File: config.mk
export PLATFORM = sky130hd
export DESIGN_NAME = tx_frame_scheduler
export DESIGN_NICKNAME = d
export VERILOG_FILES = /design/src/rtl/tx_frame_scheduler.sv
export SDC_FILE = /design/constraint.sdc
export NUM_CORES = 1
export LEC_CHECK = 0
export CORE_ASPECT_RATIO = 0.5
export CORE_UTILIZATION = 40
export CTS_BUF_LIST = sky130_fd_sc_hd__clkbuf_8
export CTS_CLUSTER_DIAMETER = 80
export DETAILED_ROUTE_END_ITERATION = 10
export PLACE_DENSITY = 0.63
export SLEW_MARGIN = 40
export SYNTH_ARGS = -nofsm -noshare
export SYNTH_HDL_FRONTEND = slang
export SYNTH_SLANG_ARGS = --single-unit
export TNS_END_PERCENT = 50
File: constraint.sdc
create_clock -name clk -period 4.2 [get_ports clk]
set_input_delay 0.84 -clock clk [delete_from_list [all_inputs] [get_ports clk]]
set_output_delay 0.84 -clock clk [all_outputs]
set_load 0.02 [all_outputs]
File: src/rtl/tx_frame_scheduler.sv
// Round-robin scheduler that shares one serial frame transmitter among N_REQ requesters,
// timing each frame internally and enforcing an idle gap before the next grant.
module tx_frame_scheduler #(
  parameter int N_REQ        = 4,
  parameter int FRAME_CYCLES = 3002,
  parameter int GAP_CYCLES   = 50
) (
  input  logic               clk,
  input  logic               rst,
  input  logic               enable,
  input  logic [N_REQ-1:0]   req,
  input  logic [8*N_REQ-1:0] req_data,
  output logic [N_REQ-1:0]   ack,
  output logic               tx_start,
  output logic [7:0]         tx_data,
  output logic               busy,
  output logic               done,
  output logic [2:0]         cur_id
);

  typedef enum logic [1:0] {IDLE, START, SEND, GAP} state_t;

  state_t            state;
  logic [15:0]       cnt;
  logic [2:0]        rr_ptr;

  logic              found;
  logic [2:0]        win;
  int                idx;
  logic [N_REQ-1:0]  req_sh;
  logic [7:0]        win_data;
  logic [N_REQ-1:0]  win_onehot;
  logic [2:0]        nxt_ptr;

  // Scan requesters starting at rr_ptr; the first one found wins.
  always_comb begin
    found  = 1'b0;
    win    = 3'd0;
    idx    = 0;
    req_sh = '0;
    for (int k = 0; k < N_REQ; k++) begin
      idx = int'(rr_ptr) + k;
      if (idx >= N_REQ) idx = idx - N_REQ;
      req_sh = req >> idx;
      if (!found && req_sh[0]) begin
        found = 1'b1;
        win   = 3'(idx);
      end
    end
  end

  assign win_data   = 8'(req_data >> {win, 3'b000});
  assign win_onehot = {{(N_REQ-1){1'b0}}, 1'b1} << win;
  assign nxt_ptr    = (win == 3'(N_REQ-1)) ? 3'd0 : win + 3'd1;

  always_ff @(posedge clk) begin
    if (!rst) begin
      state    <= IDLE;
      ack      <= '0;
      tx_start <= 1'b0;
      tx_data  <= 8'h00;
      busy     <= 1'b0;
      done     <= 1'b0;
      cur_id   <= 3'd0;
      rr_ptr   <= 3'd0;
      cnt      <= 16'd0;
    end else begin
      ack      <= '0;
      tx_start <= 1'b0;
      done     <= 1'b0;
      case (state)
        IDLE: begin
          if (enable && found) begin
            state    <= START;
            tx_data  <= win_data;
            ack      <= win_onehot;
            tx_start <= 1'b1;
            cur_id   <= win;
            rr_ptr   <= nxt_ptr;
            cnt      <= 16'd0;
            busy     <= 1'b1;
          end
        end
        START: begin
          // A one-clock frame ends in START itself.
          if (cnt == 16'(FRAME_CYCLES-1)) begin
            state <= GAP;
            done  <= 1'b1;
            cnt   <= 16'd0;
          end else begin
            state <= SEND;
            cnt   <= 16'd1;
          end
        end
        SEND: begin
          if (cnt == 16'(FRAME_CYCLES-1)) begin
            state <= GAP;
            done  <= 1'b1;
            cnt   <= 16'd0;
          end else begin
            cnt <= cnt + 16'd1;
          end
        end
        GAP: begin
          if (cnt == 16'(GAP_CYCLES-1)) begin
            state <= IDLE;
            busy  <= 1'b0;
            cnt   <= 16'd0;
          end else begin
            cnt <= cnt + 16'd1;
          end
        end
        default: begin
          state <= IDLE;
          busy  <= 1'b0;
        end
      endcase
    end
  end

endmodule
==> results of run 1 <==
==> placed cells by master (no fill, tap or decap), types with 11 or more instances in the layout <==
cell             instances
nand2_1                 25
a21oi_1                 11
inv_1                   17
nor2_1                  17
dfxtp_1                 39
o21ai_0                 14
nand3_1                 24
clkdlybuf4s50_1         56
==> worst paths after layout <==
check	endpoint	depth (start not counted)	slack [ns]
worst max register to register	rr_ptr[1]	9	0.86
worst max-delay path	rr_ptr[1]	9	0.86
worst min register to register	cur_id[2]	1	0.48
worst min-delay path	cur_id[2]	1	0.48
==> kinds of logic after synthesis <==
kind of cell	synth area share
muxes	0.0306
adders and majority gates	0.0444
buffers and inverters	0.0765
DFF	0.308
and+or+nand+nor	0.233
AOI/OAI and AO/OA	0.307
==> cell type report <==
type,instances,area (sq um),area share
clock buffers,6,82.6,0.0255
well taps,88,110,0.0340
flip-flops and latches,39,781,0.241
clock inverters,2,38.8,0.0120
multi-input cells,227,1560,0.482
inverters,19,71.3,0.0221
repair buffers,60,591,0.183
==> per-stage QoR <==
stage               setup WS [ns]  std cells  power (mW)
global route                0.627        441        2.09
floorplan                    1.46        307        1.34
finish                      0.858        441        1.94
CTS                         0.902        441        1.94
global placement            0.860        433        1.57
detailed placement          0.793        433        1.60
==> flip-flops by register name (all words and copies together), names as in the netlist <==
signal and count:
busy 1, tx_start 1, rr_ptr 3, ack 4
cur_id 3, done 1, cnt 16, tx_data 8
state 2
==> per-layer routing <==
| layer | GRT usage | vias to the layer above |
|---|---|---|
| li1 | - | 1235 |
| met1 | 0.270 | 1147 |
| met2 | 0.344 | 58 |
| met3 | 0.0330 | 5 |
| met4 | 0.0501 | 0 |
| met5 | 0 | - |
==> power breakdown <==
group	internal [mW]	total, mW	switching, mW
Clock	0.196	0.343	0.148
Combinational	0.448	1.07	0.622
Sequential	0.444	0.524	0.0795
Total	1.09	1.94	0.849
==> critical path: cells and delay by family (launching register included) <==
family | cells | cell delay [ns]
adders and majority gates | 2 | 0.86
DFF | 1 | 0.71
and+or+nand+nor | 3 | 0.66
buffers and inverters | 1 | 0.19
AOI/OAI and AO/OA | 2 | 0.67
muxes | 1 | 0.13
==> metrics.txt, run 1 <==
Root Driver clkbuf_8; M1 WL approximately 3.2 mm; CP max stage cell dfxtp_1; final setup TNS 0 ns; Setup Buffers After CTS 0; critical path endpoint category register; fmax ~300 MHz; ANT nets after route 0; register area share after synthesis 0.308; Maximum Capacitance Violations 0; GP Congestion 0.847; RSZ-0062 raised after global routing false; DR pass1 iterations 4; Total Routing Usage GR 0.201; critical path, cell by cell inv_1 > ha_1 > and2_1 > a221oi_2 > or3_1 > a311o_2 > ha_1 > mux2i_1 > nor2_1; CTS buffer count 5; Initial Util 0.417; CP Launch Type register; asr flop ratio synth 0; final wirelength roughly 6.5 mm; Reg clk slew, reported paths about 0.08 ns; Remaining Overflow, GRT 0; WL per Instance 14.7 microns; core area 0.00608 sq mm; number of synthesized register bits 39; CP arrival approximately 3.5 ns; clk_skew roughly 0.0083 ns; CTS tree done; H-tree levels 2; largest cells by area after synthesis dfxtp_1, nand3_1, ha_1; worst hold slack about 0.48 ns; worst-margin pin slew approximately 0.65 ns; die width about 110 microns; Critical R2R Launch rr_ptr[0]; final instance area between 0.003 and 0.004 sq mm; via count ~2.4k; final number of max-transition violations 0; Crit Path Class register to register; IO Pins 57; status complete, no violations; Worst path max stage delay 0.71 ns; met2 routed WL between 2 and 3 mm; number of DRC markers in iteration 0 between 70 and 80; power density over the cells 599 mW/mm^2; layout cells sized above 1 0.0935; hold-fix buffers at CTS 0; Syn-to-layout area delta 27.6%; Mapped Cells slightly above 300; worst setup path startpoint rr_ptr[0]; crit path max fanout 23; Post-Syn Area between 0.002 and 0.003 sq mm; Placed Area 0.00311 sq mm; most common cell in the netlist dfxtp_1; ANT cells 0; Die Ht ~60 microns; Final Cycle Share 0.796; initial antenna violation count 0; Peak supply drop 0.246 mV; # DRC 0; Final Hold Vio Count 0; Yosys top cell by area dfxtp_1; hold crit path type register to register; metal3 WL 276 microns; DIE AREA 0.00668 sq mm; Commonest cells post-synth dfxtp_1, nand2_1, nand3_1; Most used DFF post-synth dfxtp_1; net total in the final layout 400; uppermost layer routed met4; min-delay src cur_id[2]; worst skew pair latency around 0.30 ns; largest net degree at the start of global routing 27; Yosys warning total 0; number of synthesized flops with an enable pin 0; Avg Cell Area, Syn a little over 8 sq um; cell mode on critical path ha_1; Final Critical Period approximately 3.3 ns; clock tree buffer depth 2; Worst slew margin 0.566; PortBufs 56; Vias/cell 5.54; post-cts resize count 0; Row Count 20; Post-DP HPWL 4.55 mm; Post-Syn Nets around 360; Post-Route Utilization 0.532; area share of the largest cell type after synthesis 0.308; Yosys cell types 60; Worst Path Required 4.37 ns; Fillers 579; vias in the first global route around 2.3k; final setup violation count 0; Lkg Pwr ~1.2 nW; CTS Sinks 39; first-pass GRT wire length around 11 mm
No activity file was read; power rests on OpenSTA's default activity.
==> run 2: changes to the inputs <==
==> constraint.sdc (replaced) <==
create_clock -name clk -period 3.1 [get_ports clk]
set_input_delay 0.62 -clock clk [delete_from_list [all_inputs] [get_ports clk]]
set_output_delay 0.62 -clock clk [all_outputs]
set_load 0.02 [all_outputs]
==> run 2 against run 1 <==
  * Final cell count up 2.5%
  * Worst hold slack lost 0.0042 ns
  * Largest power group unchanged
  * Largest cell class unchanged
  * Critical endpoint is now tx_data[1]
  * Highest routed layer unchanged
  * Fmax grew 24%
  * First-iteration DRC count down 6.4%
  * Wire length increased by 0.97%
  * Critical path type unchanged
  * Flip-flop and latch count unchanged
==> metrics.txt, run 2 (synthesized netlist as in run 1, its figures left out) <==
Reg clk slew, reported paths 0.07 ns (about the same); core area 0.00608 sq mm (unchanged); Setup Buffers After CTS 0 (unchanged); final setup violation count 0 (unchanged); fmax 372 MHz (+24%); die width 115 microns (unchanged); min-delay src tx_data[2]; post-cts resize count 0 (unchanged); RSZ-0062 raised after global routing false; hold-fix buffers at CTS 0 (unchanged); Vias/cell 5.47 (-1.3%); CTS buffer count 5 (unchanged); Row Count 20 (unchanged); CTS tree done; CTS Sinks 39 (unchanged); Final Hold Vio Count 0 (unchanged); initial antenna violation count 0 (unchanged); WHS Path Cells 2 (+1); Post-Route Utilization 0.542 (+0.00967); layout cells sized above 1 0.118 (+0.0246); Syn-to-layout area delta 29.9%; Worst Path Required 3.27 ns (-1.10 ns); Die Ht 58.3 microns (unchanged); Final Critical Period 2.69 ns (-0.657 ns); commonest non-fill, non-tap cell in the layout clkdlybuf4s50_1; clock tree buffer depth 2 (unchanged); FF-to-FF End tx_data[1]; first-pass GRT wire length 10.8 mm (+1.2%); Critical R2R Launch rr_ptr[0]; crit path max fanout 20 (-13%); Worst Hold Path EP tx_data[2]; CP Launch Type register; Final WS setup 0.415 ns (-0.443 ns); hold crit path type register to register; final wirelength 6.53 mm (+0.97%); via count 2,474 (+1.2%); WL per Instance 14.5 microns (-1.5%); Remaining Overflow, GRT 0 (unchanged); critical path endpoint category register; Total Routing Usage GR 0.201 (+0.000229); Place WS 0.156 ns (-0.637 ns); GP Congestion 0.800 (-5.5%); # DRC 0 (unchanged); DR pass1 iterations 4 (unchanged); Maximum Capacitance Violations 0 (unchanged); worst-margin pin slew 0.668 ns (+0.0176 ns); power density over the cells 793 mW/mm^2 (+32%); max reg flops 16 (unchanged); worst skew pair latency 0.30 ns (about the same); reg2reg path depth 8 (-1); Crit Path Class register to register; Final Cycle Share 0.866 (+0.0705); reg-to-reg setup timing slack 0.41 ns (-0.44 ns); Largest regs cnt x16, tx_data x8, ack x4; vias in the first global route 2,308 (+2.2%); status complete, no violations; clk_skew 0.0120 ns (+0.00375 ns); fin cells 452 (+2.5%); most frequent cells in the layout clkdlybuf4s50_1, dfxtp_1, nand2_1, nand3_1, inv_1; number of DRC markers in iteration 0 73 (-6.4%); placed insts 444 (+2.5%); final setup TNS 0 ns (unchanged); Root Driver clkbuf_8; Peak supply drop 0.302 mV (+23%); final number of max-transition violations 0 (unchanged); largest net degree at the start of global routing 21 (-22%); Biggest register cnt; PortBufs 56 (unchanged); net total in the final layout 411 (+2.8%); Post-DP HPWL 4.78 mm (+4.9%); ANT nets after route 0 (unchanged); IO Pins 57 (unchanged); H-tree levels 2 (unchanged); ANT cells 0 (unchanged); Lkg Pwr 1.24 nW (+3.6%); DIE AREA 0.00668 sq mm (unchanged); Worst slew margin 0.553 (-0.0131); Initial Util 0.417 (unchanged); CP arrival 2.85 ns (-0.66 ns)
-- run 2: how the worst max path moves through the flow --
stage	start	to	slack [ns]	depth (start not counted)
2_1_floorplan	rr_ptr[1]	rr_ptr[1]	0.36	12
3_3_place_gp	req[2]	tx_data[1]	0.22	8
3_5_place_dp	req[2]	tx_data[7]	0.16	8
4_1_cts	rr_ptr[0]	tx_data[1]	0.44	9
5_1_grt	rr_ptr[0]	tx_data[1]	0.25	8
6_report	rr_ptr[0]	tx_data[1]	0.41	8
-- run 2: routing by layer --
metal  share of wire  vias to the layer above  GRT usage
met5               0                        -          0
met4          0.0057                        0     0.0334
met3           0.041                        4     0.0330
met2            0.46                       50      0.350
met1            0.49                     1161      0.272
li1                -                     1259          -
-- run 2: worst max-delay path: stages, from the launching register on --
cell	delay, ns
dfxtp_1	0.34
inv_1	0.08
ha_1	0.44
o32ai_1	0.62
nor4_1	0.12
a311o_2	0.44
buf_12	0.17
a211oi_1	0.23
o32ai_2	0.13
-- run 2: metrics by stage --
step	area, sq um	power [mW]	hold WS, ns
2_1_floorplan	2530	1.82	0.461
3_3_place_gp	3210	2.24	0.466
3_5_place_dp	3210	2.27	0.471
4_1_cts	3290	2.62	0.484
5_1_grt	3290	2.79	0.493
6_report	3290	2.61	0.481
-- run 2: cell type report --
type | instances | area, sq um
clock inverters | 3 | 16.3
repair buffers | 71 | 686
well taps | 88 | 110
clock buffers | 5 | 68.8
multi-input cells | 227 | 1560
fillers | 585 | 2790
inverters | 19 | 71.3
flip-flops and latches | 39 | 781
-- run 2: report_power, final --
group	internal [mW]	switching (mW)	leakage [nW]
Sequential	0.602	0.0638	0.317
Clock	0.154	0.195	0.0453
Combinational	0.694	0.900	0.881
==> run 3: changes to the inputs <==
--- a/config.mk
+++ b/config.mk
@@ -11,6 +11,7 @@
 export CTS_CLUSTER_DIAMETER = 80
 export DETAILED_ROUTE_END_ITERATION = 10
 export PLACE_DENSITY = 0.63
+export REMOVE_ABC_BUFFERS = 1
 export SLEW_MARGIN = 40
 export SYNTH_ARGS = -nofsm -noshare
 export SYNTH_HDL_FRONTEND = slang
==> run 3 against run 2 <==
  * Via count is 1.8% higher
  * Sequential power barely moved
  * Critical endpoint is now tx_data[6]
  * Critical path type unchanged
  * Clock skew about the same
  * Die area did not move
  * Fmax down 3.1%
  * Utilization about the same
  * Largest power group unchanged
==> metrics.txt, run 3 (synthesized netlist as in run 1, its figures left out) <==
WL per Instance 14.8 microns (+2.6%); max reg flops 16 (unchanged); # DRC 0 (unchanged); Remaining Overflow, GRT 0 (unchanged); commonest non-fill, non-tap cell in the layout clkdlybuf4s50_1; final wirelength 6.67 mm (+2.1%); Reg clk slew, reported paths 0.08 ns (about the same); core area 0.00608 sq mm (unchanged); Final Cycle Share 0.894 (+0.0273); fmax 361 MHz (-3.1%); Internal 1.48 mW (+2.1%); Worst Path Required 3.27 ns (about the same); switching share of power 0.444 (about the same); hold crit path type register to register; GP Congestion 0.841 (+5.1%); worst skew pair latency 0.30 ns (about the same); ANT cells 0 (unchanged); clk_skew 0.0117 ns (-0.000306 ns); CTS tree done; H-tree levels 2 (unchanged); Post-DP HPWL 4.85 mm (+1.4%); first-pass GRT wire length 10.7 mm (-1.0%); Fillers 564 (-3.6%); final setup TNS 0 ns (unchanged); vias in the first global route 2,236 (-3.1%); Initial Util 0.417 (unchanged); Final Hold Vio Count 0 (unchanged); Comb pwr share 0.609 (-0.002); IO Pins 57 (unchanged); final setup violation count 0 (unchanged); Vias/cell 5.60 (+2.2%); worst hold slack 0.486 ns (+0.00504 ns); most frequent cells in the layout clkdlybuf4s50_1, dfxtp_1, nand2_1, nand3_1; DIE AREA 0.00668 sq mm (unchanged); Crit Path Class register to register; via count 2,518 (+1.8%); CTS Sinks 39 (unchanged); final number of max-transition violations 0 (unchanged); Row Count 20 (unchanged); status complete, no violations; RSZ-0062 raised after global routing false; clock tree buffer depth 2 (unchanged); largest net degree at the start of global routing 19 (-9.5%); die width 115 microns (unchanged); Biggest register cnt; post-cts resize count 0 (unchanged); CP Launch Type register; CP arrival 2.94 ns (+0.09 ns); Die Ht 58.3 microns (unchanged); initial antenna violation count 0 (unchanged); PortBufs 56 (unchanged); Worst slew margin 0.579 (+0.0255); crit path max fanout 17 (-15%); number of DRC markers in iteration 0 118 (+62%); Total Routing Usage GR 0.204 (+0.00248); net switching power 1.18 mW (+1.9%); Lkg Pwr 1.23 nW (-0.72%); DR pass1 iterations 4 (unchanged); worst-margin pin slew 0.629 ns (-0.0390 ns); Syn-to-layout area delta 30.0% (about the same); Root Driver clkbuf_8; Peak supply drop 0.312 mV (+3.2%); Setup Buffers After CTS 0 (unchanged); layout cells sized above 1 0.119 (+0.000653); Maximum Capacitance Violations 0 (unchanged); Largest regs cnt x16, tx_data x8, ack x4; Reg power frac 0.249 (-0.006); Clock Power Share 0.142 (+0.008); critical path endpoint category register; net total in the final layout 409 (-0.49%); Final Critical Period 2.77 ns (+0.0847 ns); ANT nets after route 0 (unchanged); CTS buffer count 5 (unchanged); power density over the cells 808 mW/mm^2 (+1.9%); hold-fix buffers at CTS 0 (unchanged)
## run 3: cell types whose count changed in the layout (fill, tap and decap cells not counted)
cell and delta:
a21oi_1 -1, clkbuf_8 +1, buf_4 -2, clkinv_4 +1, inv_1 -1, clkinv_2 -1, a21oi_2 +1
## run 3: layout make-up
cell class / instances / area (sq um) / area share
Clock buffer: 6 / 82.6 / 0.0251
Clock inverter: 2 / 16.3 / 0.00494
Inverter: 19 / 71.3 / 0.0216
Multi-Input combinational cell: 227 / 1560 / 0.475
Sequential cell: 39 / 781 / 0.237
Tap cell: 88 / 110 / 0.0334
Timing Repair Buffer: 69 / 671 / 0.203
## run 3: worst paths after layout
check,startpoint,to,slack (ns),cells after the start
worst max-delay path,rr_ptr[0],tx_data[6],0.33,9
worst min-delay path,cur_id[2],cur_id[2],0.49,1
worst max register to register,rr_ptr[0],tx_data[6],0.33,9
worst min register to register,cur_id[2],cur_id[2],0.49,1
## run 3: worst max-delay path, cell delays in order (launching register included)
cell and delay (ns):
dfxtp_1 0.33, inv_1 0.08, ha_1 0.50, and2_1 0.22
a221oi_2 0.09, or3_1 0.39, a311o_2 0.49, buf_12 0.18
a211oi_1 0.24, o32ai_2 0.11
## run 3: routing by layer
metal,vias to the layer above,wire length (microns),GRT usage
li1,1256,-,-
met1,1208,3210,0.269
met2,50,3190,0.355
met3,4,235,0.0433
met4,0,42,0.0315
met5,-,0,0
## run 3: power groups by stage
stage               logic (mW)  clock network (mW)  registers, mW
detailed placement        1.61                   0          0.678
floorplan                0.904                   0          0.783
CTS                       1.61               0.385          0.666
finish                    1.62               0.377          0.664
global route              1.76               0.410          0.677
global placement          1.58                   0          0.670
## run 3: through the flow
stage / std cells / utilization / total power, mW / setup slack, ns / instance area, sq um
6_report: 450 / 0.542 / 2.66 / 0.330 / 3300
5_1_grt: 450 / 0.542 / 2.85 / 0.166 / 3300
4_1_cts: 450 / 0.541 / 2.66 / 0.340 / 3290
3_5_place_dp: 442 / 0.525 / 2.28 / 0.0969 / 3190
3_3_place_gp: 442 / 0.525 / 2.25 / 0.229 / 3190
2_1_floorplan: 285 / - / 1.69 / 0.124 / 2410
